--- src/rtl/float_pkg.sv ---
// float_pkg: format defaults, operand classes, flag layout and per-format
// constants shared by the float datapath blocks.
package float_pkg;
   localparam int E_BIT_DEF = 8;
   localparam int F_BIT_DEF = 23;
   localparam int FLG_INV = 3;
   localparam int FLG_OVF = 2;
   localparam int FLG_UNF = 1;
   localparam int FLG_INX = 0;
   typedef enum logic [1:0] {CLS_ZERO, CLS_NORM, CLS_INF, CLS_NAN} cls_t;
   function automatic int bias(input int e);
      return 2 ** (e - 1) - 1;
   endfunction
   function automatic int exp_ones(input int e);
      return 2 ** e - 1;
   endfunction
   function automatic logic [63:0] qnan(input int e, input int f);
      return (64'(exp_ones(e)) << f) | (64'd1 << (f - 1));
   endfunction
endpackage

--- src/rtl/float_round_rne.sv ---
// float_round_rne: round-to-nearest-even of a normalised significand, given
// as its fraction bits (implicit leading one) plus guard/sticky.
module float_round_rne #(
   parameter int F_BIT = 23
) (
   input  logic [F_BIT-1:0] frac,
   input  logic             guard,
   input  logic             sticky,
   output logic [F_BIT-1:0] rnd,
   output logic             carry,
   output logic             inexact
);
   assign {carry, rnd} = {1'b0, frac} + {{F_BIT{1'b0}}, guard & (sticky | frac[0])};
   assign inexact = guard | sticky;
endmodule

--- src/rtl/float_mult_pipe.sv ---
// float_mult_pipe: 3-stage floating-point multiplier, DAZ/FTZ, RNE rounding,
// valid/ready flow control with a global stall.
module float_mult_pipe
   import float_pkg::*;
#(
   parameter int E_BIT = E_BIT_DEF,
   parameter int F_BIT = F_BIT_DEF
) (
   input  logic                   clk,
   input  logic                   rst_n,
   input  logic                   in_valid,
   output logic                   in_ready,
   input  logic [E_BIT+F_BIT:0]   mul_a,
   input  logic [E_BIT+F_BIT:0]   mul_b,
   output logic                   out_valid,
   input  logic                   out_ready,
   output logic [E_BIT+F_BIT:0]   out_a,
   output logic [3:0]             out_flags
);
   localparam int W = 1 + E_BIT + F_BIT;
   localparam int P = 2 * F_BIT + 2;
   localparam logic signed [E_BIT+1:0] BIAS = (E_BIT + 2)'(bias(E_BIT));
   localparam logic signed [E_BIT+1:0] EMAX = (E_BIT + 2)'(exp_ones(E_BIT));
   localparam logic [63:0] QN64 = qnan(E_BIT, F_BIT);
   localparam logic [W-1:0] QNAN = QN64[W-1:0];
   logic stall;
   logic sa, sb;
   logic [E_BIT-1:0] ea, eb;
   logic [F_BIT-1:0] fa, fb;
   cls_t ca, cb;
   logic nan0, snan0, ixz0, inf0, sinv0;
   logic [W-1:0] sres0;
   logic [P-1:0] ma, mb;
   logic v1, sgn1, spc1, sinv1;
   logic [W-1:0] sres1;
   logic [P-1:0] prod1;
   logic signed [E_BIT+1:0] exp1;
   logic msb1, grd1, stk1, cy1, inx1;
   logic [F_BIT-1:0] frac1, rnd1;
   logic v2, sgn2, spc2, sinv2, cy2, inx2, ovf2, unf2;
   logic [W-1:0] sres2, res2;
   logic [F_BIT-1:0] frac2;
   logic signed [E_BIT+1:0] exp2, e2;
   logic [3:0] flg2;
   assign stall = out_valid & ~out_ready;
   assign in_ready = ~stall;
   assign {sa, ea, fa} = mul_a;
   assign {sb, eb, fb} = mul_b;
   assign ca = ea == '0 ? CLS_ZERO : ea != '1 ? CLS_NORM : fa == '0 ? CLS_INF : CLS_NAN;
   assign cb = eb == '0 ? CLS_ZERO : eb != '1 ? CLS_NORM : fb == '0 ? CLS_INF : CLS_NAN;
   assign ma = {{(F_BIT+1){1'b0}}, 1'b1, fa};
   assign mb = {{(F_BIT+1){1'b0}}, 1'b1, fb};
   // Special-operand result resolved up front and carried as a bypass.
   always_comb begin
      nan0 = ca == CLS_NAN || cb == CLS_NAN;
      snan0 = (ca == CLS_NAN && !fa[F_BIT-1]) || (cb == CLS_NAN && !fb[F_BIT-1]);
      ixz0 = (ca == CLS_INF && cb == CLS_ZERO) || (ca == CLS_ZERO && cb == CLS_INF);
      inf0 = ca == CLS_INF || cb == CLS_INF;
      sinv0 = nan0 ? snan0 : ixz0;
      sres0 = nan0 || ixz0 ? QNAN : inf0 ? {sa ^ sb, {E_BIT{1'b1}}, {F_BIT{1'b0}}} : {sa ^ sb, {(W-1){1'b0}}};
   end
   always_ff @(posedge clk or negedge rst_n)
      if (!rst_n) begin
         v1 <= 1'b0;
         sgn1 <= 1'b0;
         spc1 <= 1'b0;
         sinv1 <= 1'b0;
         sres1 <= '0;
         prod1 <= '0;
         exp1 <= '0;
      end else if (!stall) begin
         v1 <= in_valid;
         sgn1 <= sa ^ sb;
         spc1 <= ca != CLS_NORM || cb != CLS_NORM;
         sinv1 <= sinv0;
         sres1 <= sres0;
         prod1 <= ma * mb;
         exp1 <= $signed({2'b00, ea}) + $signed({2'b00, eb}) - BIAS;
      end
   assign msb1 = prod1[P-1];
   assign frac1 = msb1 ? prod1[P-2:F_BIT+1] : prod1[P-3:F_BIT];
   assign grd1 = msb1 ? prod1[F_BIT] : prod1[F_BIT-1];
   assign stk1 = msb1 ? |prod1[F_BIT-1:0] : |prod1[F_BIT-2:0];
   float_round_rne #(.F_BIT(F_BIT)) u_rnd (
      .frac(frac1),
      .guard(grd1),
      .sticky(stk1),
      .rnd(rnd1),
      .carry(cy1),
      .inexact(inx1)
   );
   always_ff @(posedge clk or negedge rst_n)
      if (!rst_n) begin
         v2 <= 1'b0;
         sgn2 <= 1'b0;
         spc2 <= 1'b0;
         sinv2 <= 1'b0;
         sres2 <= '0;
         frac2 <= '0;
         cy2 <= 1'b0;
         inx2 <= 1'b0;
         exp2 <= '0;
      end else if (!stall) begin
         v2 <= v1;
         sgn2 <= sgn1;
         spc2 <= spc1;
         sinv2 <= sinv1;
         sres2 <= sres1;
         frac2 <= rnd1;
         cy2 <= cy1;
         inx2 <= inx1;
         exp2 <= exp1 + $signed({{(E_BIT+1){1'b0}}, msb1});
      end
   // A rounding carry leaves the fraction at zero, so only the exponent moves.
   assign e2 = exp2 + $signed({{(E_BIT+1){1'b0}}, cy2});
   assign ovf2 = e2 >= EMAX;
   assign unf2 = e2[E_BIT+1] || e2 == '0;
   assign res2 = spc2 ? sres2 : ovf2 ? {sgn2, {E_BIT{1'b1}}, {F_BIT{1'b0}}} :
                 unf2 ? {sgn2, {(W-1){1'b0}}} : {sgn2, e2[E_BIT-1:0], frac2};
   always_comb begin
      flg2 = '0;
      flg2[FLG_INV] = spc2 && sinv2;
      flg2[FLG_OVF] = !spc2 && ovf2;
      flg2[FLG_UNF] = !spc2 && !ovf2 && unf2;
      flg2[FLG_INX] = !spc2 && (ovf2 || unf2 || inx2);
   end
   always_ff @(posedge clk or negedge rst_n)
      if (!rst_n) begin
         out_valid <= 1'b0;
         out_a <= '0;
         out_flags <= '0;
      end else if (!stall) begin
         out_valid <= v2;
         out_a <= res2;
         out_flags <= flg2;
      end
endmodule

--- config.mk ---
export PLATFORM = sky130hd
export DESIGN_NAME = float_mult_pipe
export DESIGN_NICKNAME = d
export VERILOG_FILES = /design/src/rtl/float_pkg.sv /design/src/rtl/float_round_rne.sv /design/src/rtl/float_mult_pipe.sv
export SDC_FILE = /design/constraint.sdc
export NUM_CORES = 2
export LEC_CHECK = 0
export ABC_CLOCK_PERIOD_IN_PS = 3150
export BUFFER_PORTS_ARGS = -buffer_cell sky130_fd_sc_hd__buf_2
export CAP_MARGIN = 10
export CELL_PAD_IN_SITES_DETAIL_PLACEMENT = 0
export CELL_PAD_IN_SITES_GLOBAL_PLACEMENT = 1
export CORE_UTILIZATION = 35
export DETAILED_ROUTE_END_ITERATION = 8
export HOLD_SLACK_MARGIN = 0.06
export PLACE_DENSITY = 0.74
export SLEW_MARGIN = 20
export SYNTH_ARGS = -nofsm -noshare
export SYNTH_HDL_FRONTEND = slang
export SYNTH_SLANG_ARGS = --single-unit
export TNS_END_PERCENT = 30
--- constraint.sdc ---
create_clock -name clk -period 3.15 [get_ports clk]
set_input_delay 0.1575 -clock clk [delete_from_list [all_inputs] [get_ports clk]]
set_output_delay 0.1575 -clock clk [all_outputs]
set_load 0.05 [all_outputs]
==> flow_metrics.env <==
export IMPL_reg2reg_slack_ns=0.46
export IMPL_netlist_top_cells_area="fa_1 37%, dfrtp_1 14%, ha_1 9.2%"
export IMPL_drv_slew=0
export IMPL_yosys_warnings=0
export IMPL_area_growth_pct=23.53
export IMPL_setup_slack_ns=-2.672
export IMPL_die_h_um=275.4
export IMPL_max_freq_mhz=171.8
export IMPL_slew_headroom_pct=48.27
export IMPL_skew_ns=0.01299
export IMPL_cp_slowest_cell="fa_1"
export IMPL_grt_util_met1_pct=26.63
export IMPL_drt_iter0_markers=1215
export IMPL_crit_path_frequent_cell="fa_1"
export IMPL_worstPathCellList="buf_6 -> buf_4 -> and2_4 -> fa_1 -> fa_1 -> inv_1 -> fa_1 -> fa_1 -> inv_1 -> fa_2 -> fa_1 -> inv_1 -> fa_1 -> inv_2 -> ha_4 -> buf_4 -> a22o_1 -> nor3_4 -> o41ai_4 -> o21ai_4 -> a21oi_2 -> o21a_1 -> or3_1 -> a31o_1"
export IMPL_cts_sinks=144
export IMPL_cp_arrival_ns=6.13
export IMPL_via_count=20600
export IMPL_cp_max_fo=5
export IMPL_fin_nets=4028
export IMPL_path_delay_family="adder cells"
export IMPL_place_congestion=0.8966
export IMPL_synth_edf_count=0
export IMPL_grt_pass1_wl_um=115200
export IMPL_r2r_start="cy2"
export IMPL_synth_ff_type="dfrtp_1"
export IMPL_die_w_um=275.4
export IMPL_overflow=0
export IMPL_violations="negative setup slack"
export IMPL_drc_errors=0
export IMPL_hold_class="in2reg"
export IMPL_synth_area_leader_cell="fa_1"
export IMPL_start_kind="primary input"
export IMPL_io_buffers=105
export IMPL_clk_latency_ns=0.42
export IMPL_netlist_instances=2955
export IMPL_whs_path_depth=3
export IMPL_yosysMostFrequentCell="inv_1"
export IMPL_start_util_pct=35.62
export IMPL_io_pins=106
export IMPL_timing_hold_ws_ns=0.1072
export IMPL_synth_cell_types=68
export IMPL_syn_area_mm2=0.02617
export IMPL_cts_buffers=17
export IMPL_min_to="sres1[31]"
export IMPL_cts_tree="done"
export IMPL_drtPass1Iterations=5
export IMPL_viasPerCell=4.838
export IMPL_met3_usage_pct=2.157
export IMPL_core_area_mm2=0.07345
export IMPL_cts_root_buf="clkbuf_16"
export IMPL_ant_nets=0
export IMPL_grt_max_degree=171
export IMPL_ys_seq_area_share_pct=13.77
export IMPL_grt_pass1_vias=21490
export IMPL_dp_hpwl_um=60930
export IMPL_worstMarginPinSlew_ns=0.7688
export IMPL_fin_crit_ns=5.822
export IMPL_clkSlewWorstSetupHoldPaths_ns=0.07
export IMPL_finalCritPeriodShare_pct=184.8
export IMPL_met2_usage_pct=32.13
export IMPL_clockBufferDepth=2
export IMPL_path_buf_inv=7
export IMPL_routedWlPerCell_um=16.83
export IMPL_avgSynthCellArea_um2=8.855
export IMPL_dieArea_mm2=0.07586
export IMPL_required_ns=3.46
export IMPL_yosysTopAreaCellShare_pct=36.95
export IMPL_hold_viol_final=0
export IMPL_maxCapViolCount=0
export IMPL_rsz0062_at_grt="yes"
export IMPL_cts_htree_levels=4
export IMPL_ys_ff_latch=144
export IMPL_critical_path_class="in2reg"
export IMPL_setup_viol=42
export IMPL_grt_usage_pct=19.40
export IMPL_r2r_cells=10
export IMPL_netlist_top_cells_count="596 x inv_1, 483 x fa_1, 443 x nand2_1"
export IMPL_antenna_found_initial=1
export IMPL_r2r_end="out_a[14]"
export IMPL_setup_worst_path_end_class="register"
export IMPL_holdCritStartpoint="mul_a[31]"
export IMPL_drt_wl_total_um=71630
export IMPL_synth_net_count=3699
export IMPL_gr_max_usage_layer="met2"
export IMPL_critPathMaxStageDelay_ns=0.51
export IMPL_rows=99
export IMPL_synth_async_reset_ratio_pct=100.0
export IMPL_drive_above_1_share_pct=21.96
export IMPL_status="finished, violations left"
==> cells in the final DEF (no fill, tap or decap), drive strengths merged, types with 8 or more instances in the layout <==
master and n:
dfrtp 144, ha 193, clkbuf 19, a21oi 91, nor3 17, a21o 25, nand4 21, o21bai 11
o31ai 8, o211ai 8, a211oi 10, inv 602, xnor2 51, nor4 24, and3 10, a22o 23
xor2 42, a31oi 8, and2 251, mux2i 20, o21a 10, nand2 443, fa 483, nand3 41
o21ai 72, nor2 118, clkinv 10, buf 457
==> stage by stage <==
stage                     setup slack (ns)  instance area [um^2]  setup TNS [ns]  utilization, %  cells
after floorplan                     -2.775                 26650          -91.86               -   2955
after global placement              -3.517                 30030         -123.73           40.88   4176
after detailed placement            -3.571                 30030         -124.90           40.88   4176
after CTS                           -2.728                 31760          -90.92           43.24   4239
after global routing                -2.845                 32320          -98.41           44.00   4256
final                               -2.672                 32320          -90.79           44.00   4257
==> sequential cells by signal (all words and copies together) (netlist names), 3 cells and up <==
name       flops
sres1          3
exp2          10
out_a         32
out_flags      4
exp1          10
prod1         48
sres2          3
frac2         23
==> worst max path at each step <==
| stage | from | endpoint | depth (start not counted) |
|---|---|---|---|
| floorplan | mul_b[7] | prod1[29] | 23 |
| global placement | mul_b[0] | prod1[32] | 24 |
| detailed placement | mul_a[6] | prod1[45] | 24 |
| CTS | mul_a[9] | prod1[32] | 24 |
| global route | mul_a[9] | prod1[46] | 26 |
| finish | mul_a[17] | prod1[29] | 24 |
==> cell families after synthesis <==
| logic type | Yosys count | synth area share (%) |
|---|---|---|
| xor gates and xnor gates | 93 | 3.113 |
| adders and majority gates | 676 | 46.18 |
| DFF | 144 | 13.77 |
| and+or+nand+nor | 964 | 17.63 |
| AOI/OAI and AO/OA | 306 | 7.613 |
| buffers and inverters | 750 | 10.84 |
| muxes | 22 | 0.8511 |
==> tightest hold or removal path: cells and delay by family <==
| kind | cells | cell delay [ns] |
|---|---|---|
| compound gates | 1 | 0.08 |
| xor+xnor | 1 | 0.18 |
| buf+inv | 1 | 0.08 |
==> layer usage <==
layer  vias up  wire [um]
li1       9701          -
met1     10370      32180
met2       430      34660
met3        99       2769
met4         0       2028
met5         -          0
==> what timing repair did <==
| item | CTS | global route |
|---|---|---|
| endpoints found under the hold margin | 79 | 0 |
| endpoints found under the setup margin | 42 | 42 |
| pin swaps | 91 | 84 |
| gates resized for setup | 240 | 116 |
| buffers inserted | 29 | 18 |
| hold buffers | 2 | 0 |
==> area by class of cell <==
cell class | instances | area, um^2
antenna | 1 | 2.502
clock buffer | 18 | 439.2
clock inverter | 14 | 121.4
fill | 7163 | 41130
inverter | 600 | 2283
multi-input combinational | 2061 | 20770
sequential | 144 | 3605
tap | 959 | 1200
timing repair buffer | 460 | 3899
Power is not shown: default switching activity piles up to over one toggle a cycle in this logic, so the estimate is an artifact.
